## src/rtl/sync_flag_fifo_if.sv

```systemverilog
// Handshake/status bundle between the FIFO driver (master) and the sync_flag_fifo DUT (slave).
interface sync_flag_fifo_if #(
    parameter int unsigned FIFO_WIDTH = 16
);
    logic [FIFO_WIDTH-1:0] data_in;
    logic                  wr_en;
    logic                  rd_en;
    logic [FIFO_WIDTH-1:0] data_out;
    logic                  wr_ack;
    logic                  overflow;
    logic                  underflow;
    logic                  almostempty;
    logic                  empty;
    logic                  almostfull;
    logic                  full;
    logic                  half_full;

    modport master (
        output data_in, wr_en, rd_en,
        input  data_out, wr_ack, overflow, underflow,
               almostempty, empty, almostfull, full, half_full
    );

    modport slave (
        input  data_in, wr_en, rd_en,
        output data_out, wr_ack, overflow, underflow,
               almostempty, empty, almostfull, full, half_full
    );
endinterface

```

## src/rtl/sync_flag_fifo.sv

```systemverilog
// Single-clock FIFO with registered read data, ack/error pulses and count-decoded status flags.
// Optional FIFO_FULL_RW_EN: accept a simultaneous write+read while full (write lands in the vacated slot).
module sync_flag_fifo #(
    parameter int unsigned FIFO_WIDTH    = 16,
    parameter int unsigned FIFO_DEPTH    = 8,
    parameter int unsigned ALMOST_MARGIN = 1
) (
    input  logic             clk,
    input  logic             rst_n,
    sync_flag_fifo_if.slave  bus
);
    localparam int unsigned PTR_W = $clog2(FIFO_DEPTH);
    localparam int unsigned CNT_W = PTR_W + 1;

    logic [FIFO_WIDTH-1:0] mem [FIFO_DEPTH];
    logic [PTR_W-1:0]      wr_ptr;
    logic [PTR_W-1:0]      rd_ptr;
    logic [CNT_W-1:0]      count;
    logic [FIFO_WIDTH-1:0] data_out;
    logic                  wr_ack;
    logic                  overflow;
    logic                  underflow;
    logic                  wr_ok_c;
    logic                  rd_ok_c;
    logic                  full_c;
    logic                  empty_c;

    assign full_c  = (count == CNT_W'(FIFO_DEPTH));
    assign empty_c = (count == '0);

    // Acceptance decisions for this cycle's requests
    always_comb begin
        rd_ok_c = bus.rd_en && !empty_c;
`ifdef FIFO_FULL_RW_EN
        wr_ok_c = bus.wr_en && (!full_c || bus.rd_en);
`else
        wr_ok_c = bus.wr_en && !full_c;
`endif
    end

    // Pointers, occupancy, read data and handshake pulses
    always_ff @(posedge clk) begin
        if (!rst_n) begin
            wr_ptr    <= '0;
            rd_ptr    <= '0;
            count     <= '0;
            data_out  <= '0;
            wr_ack    <= 1'b0;
            overflow  <= 1'b0;
            underflow <= 1'b0;
        end else begin
            wr_ack    <= wr_ok_c;
            overflow  <= bus.wr_en && !wr_ok_c;
            underflow <= bus.rd_en && !rd_ok_c;
            if (wr_ok_c) wr_ptr <= wr_ptr + PTR_W'(1);
            if (rd_ok_c) begin
                rd_ptr   <= rd_ptr + PTR_W'(1);
                data_out <= mem[rd_ptr];
            end
            count <= count + CNT_W'(wr_ok_c) - CNT_W'(rd_ok_c);
        end
    end

    // Storage has no reset; a write during reset is dropped
    always_ff @(posedge clk) begin
        if (rst_n && wr_ok_c) mem[wr_ptr] <= bus.data_in;
    end

    assign bus.data_out    = data_out;
    assign bus.wr_ack      = wr_ack;
    assign bus.overflow    = overflow;
    assign bus.underflow   = underflow;
    assign bus.empty       = empty_c;
    assign bus.full        = full_c;
    assign bus.almostempty = (count == CNT_W'(ALMOST_MARGIN));
    assign bus.almostfull  = (count == CNT_W'(FIFO_DEPTH - ALMOST_MARGIN));
    assign bus.half_full   = (count >= CNT_W'(FIFO_DEPTH / 2));
endmodule

```

## src/flat_wrapper.sv

```systemverilog
// flat-port wrapper written by rule: the top's interface ports become plain ports
module sync_flag_fifo_flat 
#(
    parameter int unsigned FIFO_WIDTH    = 16,
    parameter int unsigned FIFO_DEPTH    = 8,
    parameter int unsigned ALMOST_MARGIN = 1
)
  (clk, rst_n, bus_data_in, bus_wr_en, bus_rd_en, bus_data_out, bus_wr_ack, bus_overflow, bus_underflow, bus_almostempty, bus_empty, bus_almostfull, bus_full, bus_half_full);
  sync_flag_fifo_if #(.FIFO_WIDTH(FIFO_WIDTH)) bus_i ();
  input  logic clk;
  input  logic rst_n;
  input wire logic [$bits(bus_i.data_in)-1:0] bus_data_in;
  input wire logic [$bits(bus_i.wr_en)-1:0] bus_wr_en;
  input wire logic [$bits(bus_i.rd_en)-1:0] bus_rd_en;
  output wire logic [$bits(bus_i.data_out)-1:0] bus_data_out;
  output wire logic [$bits(bus_i.wr_ack)-1:0] bus_wr_ack;
  output wire logic [$bits(bus_i.overflow)-1:0] bus_overflow;
  output wire logic [$bits(bus_i.underflow)-1:0] bus_underflow;
  output wire logic [$bits(bus_i.almostempty)-1:0] bus_almostempty;
  output wire logic [$bits(bus_i.empty)-1:0] bus_empty;
  output wire logic [$bits(bus_i.almostfull)-1:0] bus_almostfull;
  output wire logic [$bits(bus_i.full)-1:0] bus_full;
  output wire logic [$bits(bus_i.half_full)-1:0] bus_half_full;
  assign bus_i.data_in = bus_data_in;
  assign bus_i.wr_en = bus_wr_en;
  assign bus_i.rd_en = bus_rd_en;
  assign bus_data_out = bus_i.data_out;
  assign bus_wr_ack = bus_i.wr_ack;
  assign bus_overflow = bus_i.overflow;
  assign bus_underflow = bus_i.underflow;
  assign bus_almostempty = bus_i.almostempty;
  assign bus_empty = bus_i.empty;
  assign bus_almostfull = bus_i.almostfull;
  assign bus_full = bus_i.full;
  assign bus_half_full = bus_i.half_full;
  sync_flag_fifo #(.FIFO_WIDTH(FIFO_WIDTH), .FIFO_DEPTH(FIFO_DEPTH), .ALMOST_MARGIN(ALMOST_MARGIN)) u_core (.clk(clk), .rst_n(rst_n), .bus(bus_i));
endmodule
```

## config.mk

```make
export PLATFORM = sky130hd
export DESIGN_NAME = sync_flag_fifo_flat
export DESIGN_NICKNAME = d
export VERILOG_FILES = /design/src/rtl/sync_flag_fifo_if.sv /design/src/rtl/sync_flag_fifo.sv /design/src/flat_wrapper.sv
export SDC_FILE = /design/constraint.sdc
export NUM_CORES = 1
export LEC_CHECK = 0
export ABC_AREA = 1
export ABC_CLOCK_PERIOD_IN_PS = 6430
export BUFFER_PORTS_ARGS = -buffer_cell sky130_fd_sc_hd__buf_2
export CORE_MARGIN = 3
export CORE_UTILIZATION = 45
export DETAILED_ROUTE_END_ITERATION = 7
export HOLD_SLACK_MARGIN = 0.02
export REMOVE_ABC_BUFFERS = 1
export SLEW_MARGIN = 25
export SYNTH_ARGS = -nofsm -noshare
export SYNTH_HDL_FRONTEND = slang
export SYNTH_SLANG_ARGS = --single-unit
```

## constraint.sdc

```tcl
create_clock -name clk -period 6.43 [get_ports clk]
set_input_delay 0.9645 -clock clk [delete_from_list [all_inputs] [get_ports clk]]
set_output_delay 0.9645 -clock clk [all_outputs]
set_load 0.05 [all_outputs]
```

### Yosys cells after proc, flatten, opt, wreduce, memory -nomap -nowiden

Memory sizes are Yosys's and may differ from the RTL's. A register that Yosys moved wholly into a read port is not among the register bits.
Cells that the tools add are included.

* $add $sub $neg: 4
* eq/ne operators: 3
* reduce and logical (&&, ||, !) cells: 11
* $lt $le $gt $ge: 1
* multiplexer cells: 2

Operator list (count)
* 3-bit by 1-bit adder with 3-bit output (second input constant): 2
* 1-bit logical AND: 5
* 1-bit logical NOT: 5
* 4-bit by 1-bit adder with 4-bit output: 1
* 4-bit by 1-bit equality test with 1-bit output (second input constant): 1
* 4-bit by 3-bit equality test with 1-bit output (second input constant): 1
* 4-bit equality test (second input constant): 1
* 4-bit by 3-bit greater-or-equal comparator with 1-bit output (second input constant): 1
* 4-bit logical NOT: 1
* 4-bit by 1-bit subtractor with 4-bit output: 1
* 1-bit two-way mux: 2

* output and inout port bits: 24
* input bits: 20
* RAM bits: 128
* memories: 1
* bits in registers: 13

Memories
* u_core.mem: depth 8, bits a word 16, read ports 1, clocked after Yosys merged registers in 1, wr ports 1, line sync_flag_fifo.sv:15 `logic [FIFO_WIDTH-1:0] mem [FIFO_DEPTH];`

### Longest topological paths before layout

Gate-level depths: netlist of run 1.

* depth after elaboration: 6
* depth in mapped cells: 14
* mapped depth without buffers: 13

### Worst setup path before layout of run 1

OpenSTA, ideal clock, no wires.

* path kind: input port to flip-flop
* start: input bus_rd_en
* end: register u_core.count[2]
* library setup time: 128 ps
* setup slack: 4021 ps
* data required time: 6302 ps
* stages on the path: 9
* buffers on the path: 1
* arrival time: 2281 ps
* cells stage by stage: nand2_2 inv_2 buf_6 ha_1 inv_1 ha_1 fa_1 xnor2_1 nor2_1

* longest elaborated chain between the ends: 2

RTL lines
* start: declaration: line flat_wrapper.sv:14 `input wire logic [$bits(bus_i.rd_en)-1:0] bus_rd_en;`
* 1-bit logical AND: line sync_flag_fifo.sv:33 `rd_ok_c = bus.rd_en && !empty_c;`
* named net u_core.rd_ok_c: line sync_flag_fifo.sv:24 `logic rd_ok_c;`
* 4-bit by 1-bit subtractor with 4-bit output: line sync_flag_fifo.sv:60 `count <= count + CNT_W'(wr_ok_c) - CNT_W'(rd_ok_c);`
* end signal: assignment: line sync_flag_fifo.sv:60
* end: declaration: line sync_flag_fifo.sv:18 `logic [CNT_W-1:0] count;`

The timed path passes the listed nets, and every way through them passes these cells.
A chain may end at the register's enable or synchronous reset.

### Worst setup path after layout of run 1

* start: register u_core.count[2]
* end: register u_core.count[2]

* longest elaborated chain between the ends: 5
* elaborated cells between the ends (all ways): 8
* classes of those cells: 2 x add/sub; 1 x eq/ne; 5 x reduce/logical

RTL lines
* 4-bit equality test: line sync_flag_fifo.sv:28 `assign full_c = (count == CNT_W'(FIFO_DEPTH));`
* 1-bit logical NOT: line sync_flag_fifo.sv:37 `wr_ok_c = bus.wr_en && !full_c;`
* 1-bit logical AND: line sync_flag_fifo.sv:37
* 4-bit by 1-bit adder with 4-bit output: line sync_flag_fifo.sv:60
* 4-bit by 1-bit subtractor with 4-bit output *: line sync_flag_fifo.sv:60

Every way passes the cells marked *; elsewhere a longest branch is shown, timed or not.

==> flow_summary.toml, run 1 <==
[timing]
slew_viol_final = 0
slew_headroom = 0.366
finalSetupViolations = 0
timing.final.crit_period_ns = 2.86
fmax_ghz = 0.350
hold_viol = 0
whs_ns = 0.461
post-route-period-util = 0.444
tns_ns = 0
rsz0062_at_grt = "no"
worst_pin_slew_ns = 0.950
clock_skew_ns = 0.00803

[status]
status = "completed"

[setup_path]
crit_path_end_kind = "register"
path_cells = "inv_1, ha_1, nand3_2, nand2_2, inv_2, ha_1, inv_1, ha_1, fa_1, xnor2_1, nor2_1"
cp_num_buf_inv = 3
crit_top_cell = "ha_1"
reg2regPathDepth = 11
cpPeakStageDelay_ns = 0.42
cp_slowest_cell = "nand2_2"
critPathKind = "register to register"
crit_cells = 11
cp_max_fo = 22
start_kind = "register"
critPathTopFamily = "adder cells"
cp_data_required_time_ns = 6.72
arrival_ns = 3.15

[power_and_ir_drop]
power_mw = 3.05
powerDensity_nw_per_um2 = 400
ir_worst_vdd_mv = 0.232
p_leak_nw = 3.33

[clock_tree]
cts_hold_buf = 0
cts_resized = 0
cts_root_buf = "clkbuf_16"
insertion_delay_ns = 0.42
numClockSinks = 157
clockBufferDepth = 2
post_cts_buffers = 0
cts_made_buffers = 17
cts_tree = "built"
htreeDepth = 4
cts.clk_slew.worst_paths_ns = 0.06

[layout]
drive_gt1_frac = 0.122
area_growth_pct = 14.6
fin_nets = 729
nFillCells = 1263
post-route-util = 0.539
ff_latch_area_um2 = 4430
num_antenna_cells = 0
multi_input_area_um2 = 1600

[route]
ant_nets = 0
avgViaCountPerCell = 4.92
drt-initial-drc-count = 388
dr.pass1.iters = 5
routedWlPerCell_um = 15.9
vias = 4381
wirelength_um = 14200
drc_errors = 0

[synth]
ys_ff_latch = 157
syn_inst = 654
yosysWarningCount = 0
avgSynthCellArea_um2 = 10.2
syn-cell-area_um2 = 6650
synth-seq-area-share = 0.666
ys_types = 21

[grt]
antenna_found_initial = 1
track_usage = 0.187
use_met1 = 0.242
grt_pass1_wl_um = 22800
gr-total-overflow = 0
use_met3 = 0.0510
grt-busiest-layer = "met2"
grt_max_degree = 67
use_met2 = 0.301
grt_pass1_vias = 4289

[floorplanning]
die_area_um2 = 16300
die_w_um = 128
initial_utilization = 0.470
num_rows = 43
io_pins = 44
core_um2 = 14100
die_y_um = 128

[min_path]
hold_path.class = "register to register"
whs_path_depth = 2

[placement]
port_buffers = 43
gp_congestion = 0.762
hpwlAfterDp_um = 8210

[job]
cap_viol_max_count = 0
-- sequential cells by signal, indices dropped and copies added (netlist names) --
| name | count |
|---|---|
| u_core.count | 4 |
| u_core.bus.data_out | 16 |
| u_core.bus.wr_ack | 1 |
| u_core.bus.overflow | 1 |
| u_core.mem | 128 |
| u_core.rd_ptr | 3 |
| u_core.wr_ptr | 3 |
| u_core.bus.underflow | 1 |
-- cell families after synthesis --
family          after synthesis  share of synthesized area
compound gates               28                     0.0215
xor+xnor                      1                    0.00132
fa+ha+maj                    11                     0.0218
buf+inv                     146                     0.0938
flops                       157                      0.666
simple gates                311                      0.196
-- worst min-delay path, cell delays in order, from the launching register on --
cell,delay (ns)
dfxtp_1,0.31
nand2_1,0.06
a21oi_1,0.05
-- where the power goes --
group          switching, mW  total [mW]  internal [mW]
logic                  0.564       0.770          0.206
clock network          0.381        1.07          0.686
registers             0.0372        1.21           1.18
-- through the flow --
stage | std cells | cell area, um^2 | setup slack (ns)
floorplan | 625 | 6460 | 3.80
global placement | 859 | 6990 | 3.27
detailed placement | 859 | 6990 | 3.22
CTS | 891 | 7620 | 3.53
global route | 891 | 7620 | 3.36
finish | 891 | 7620 | 3.57
-- cell type report --
cell class,instances,area share
flip-flops and latches,157,0.581
multi-input cells,351,0.210
inverters,117,0.0580
clock buffers,20,0.0573
repair buffers,54,0.0391
well taps,180,0.0296
clock inverters,12,0.0255
-- cells in the final DEF (no fill, tap or decap), drive strengths merged --
| cell type | count |
|---|---|
| nand2 | 194 |
| bufinv | 5 |
| edfxtp | 128 |
| clkbuf | 20 |
| nand3 | 100 |
| dfxtp | 29 |
| a21oi | 22 |
| ha | 10 |
| inv | 115 |
| fa | 1 |
| o21ai | 5 |
| and3 | 1 |
| a21o | 1 |
| xnor2 | 1 |
| clkinv | 8 |
| clkinvlp | 1 |
| buf | 54 |
| nor2 | 16 |
-- final timing paths --
check / startpoint / to / slack, ns
setup reg to reg: u_core.count[2] / u_core.count[2] / 3.57
setup / recovery: u_core.count[2] / u_core.count[2] / 3.57
hold / removal: u_core.bus.data_out[14] / u_core.bus.data_out[14] / 0.46
hold reg to reg: u_core.bus.data_out[14] / u_core.bus.data_out[14] / 0.46
-- per-layer routing --
layer  vias up  part of all wire
li1       2198                 -
met4         2             0.021
met2       112              0.48
met1      2043              0.44
met3        26             0.057
met5         -           0.00049
-- cell usage after synthesis, drive strengths merged --
master	count	area, um^2
a21o	1	7.51
a21oi	22	110
and3	1	6.26
buf	25	169
clkbuf	4	15.0
clkinv	2	7.51
dfxtp	29	581
edfxtp	128	3840
fa	1	20.0
ha	10	125
inv	115	432
nand2	194	731
nand3	100	505
nor2	16	60.1
o21ai	5	25.0
xnor2	1	8.76
(Power assumes the default switching activity.)
==> run 2: changes to the inputs <==
ABC_CLOCK_PERIOD_IN_PS = 3000   (was 6430)
clock period = 3 ns   (was 6.43 ns; I/O delays follow)
==> run 2 against run 1 <==
First-iteration DRC count down 37%. Non-clock buffer count rose by 7. Global-route usage down 0.80 points. Setup slack got worse by 2.7 ns. Cell area up 0.11%. Highest routed layer is now met4.
==> flow_summary.toml, run 2 (synthesis results as in run 1) <==
[status]
status = "completed"

[route]
drt-initial-drc-count = 244
routedWlPerCell_um = 15.4
ant_nets = 0
drc_errors = 0
dr.pass1.iters = 4
vias = 4371
avgViaCountPerCell = 4.86
wirelength_um = 13800

[clock_tree]
cts.clk_slew.worst_paths_ns = 0.06
cts_tree = "built"
htreeDepth = 4
clockBufferDepth = 2
insertion_delay_ns = 0.43
numClockSinks = 157
cts_resized = 0
cts_hold_buf = 0
cts_root_buf = "clkbuf_16"
post_cts_buffers = 0
cts_made_buffers = 17

[layout]
top_register = "u_core.mem"
multi_input_area_um2 = 1600
largest_registers = "u_core.mem: 128 flops, u_core.bus.data_out: 16 flops, u_core.count: 4 flops"
largest_reg_flops = 128
drive_gt1_frac = 0.134
final_common_cell = "nand2_1"
area_growth_pct = 14.8
fin_nets = 736
nFillCells = 1268
post-route-util = 0.539
ff_latch_area_um2 = 4430
final_cell_mix = "nand2_1 (193), edfxtp_1 (128), inv_1 (113)"

[floorplanning]
die_w_um = 128
io_pins = 44
num_rows = 43
initial_utilization = 0.470
die_area_um2 = 16300
die_y_um = 128
core_um2 = 14100

[timing]
worst_pin_slew_ns = 0.757
clock_skew_ns = 0.00660
tns_ns = 0
hold_viol = 0
finalSetupViolations = 0
slew_viol_final = 0
timing.final.crit_period_ns = 2.14
fmax_ghz = 0.468
layout_setup_ws_ns = 0.862
post-route-period-util = 0.713
slew_headroom = 0.492
rsz0062_at_grt = "no"

[setup_path]
reg2reg_slack_ns = 0.86
cp_max_fo = 4
arrival_ns = 2.43
critPathKind = "register to register"
start_kind = "register"
crit_path_end_kind = "register"
cp_data_required_time_ns = 3.30

[min_path]
hold_path.class = "input pin to register"

[power_and_ir_drop]
ir_worst_vdd_mv = 0.511
powerDensity_nw_per_um2 = 836
p_leak_nw = 3.34

[grt]
grt_max_degree = 66
gr-total-overflow = 0
grt_pass1_wl_um = 21900
track_usage = 0.179
grt_pass1_vias = 4209
antenna_found_initial = 0

[placement]
port_buffers = 43
gp_congestion = 0.753
hpwlAfterDp_um = 7770
pre_cts_ws_ns = 0.846

[job]
cap_viol_max_count = 0
-- run 2: cell types whose count changed in the layout (fill, tap and decap cells not counted), sizes merged --
cell    previous run  this run
clkbuf            20        17
bufinv             5         2
diode              0         1
buf               54        61
inv              115       121
-- run 2: layout make-up --
type | count | area share
Inverter | 117 | 0.0576
Multi-Input combinational cell | 351 | 0.210
Clock inverter | 15 | 0.0212
Timing Repair Buffer | 61 | 0.0459
Sequential cell | 157 | 0.580
Antenna cell | 1 | 0.000328
Clock buffer | 17 | 0.0558
Tap cell | 180 | 0.0295
-- run 2: critical path, stage by stage (launching register included) --
cell and delay [ns]:
dfxtp_1 0.31, inv_1 0.12, ha_1 0.22, nand3_2 0.11
nand2_2 0.09, inv_2 0.04, ha_1 0.26, inv_1 0.03
ha_1 0.21, fa_1 0.39, xnor2_1 0.17, nor2_1 0.06
-- run 2: worst paths after layout --
path,from,to,cells past startpoint
worst min register to register,u_core.bus.data_out[11],u_core.bus.data_out[11],2
worst max-delay path,u_core.count[2],u_core.count[2],11
worst max register to register,u_core.count[2],u_core.count[2],11
worst min-delay path,bus_rd_en,u_core.bus.underflow,3
-- run 2: power by group --
part	total (mW)	internal [mW]	switching, mW
registers	2.58	2.52	0.0636
logic	1.67	0.465	1.21
clock network	2.12	1.24	0.885
-- run 2: routing by layer --
layer	track usage	up-vias	part of all wire
met5	0	-	0
met2	0.297	73	0.50
li1	-	2207	-
met1	0.229	2070	0.44
met4	0.0688	0	0.018
met3	0.0426	21	0.042
-- run 2: through the flow --
stage          hold WS [ns]  instances  power, mW  cell area (um^2)
6_report              0.264        899       6.38              7630
5_1_grt               0.283        898       6.71              7630
4_1_cts               0.245        898       6.44              7630
3_5_place_dp          0.457        866       4.32              7040
3_3_place_gp          0.452        866       4.28              7040
2_1_floorplan         0.475        625       3.82              6460
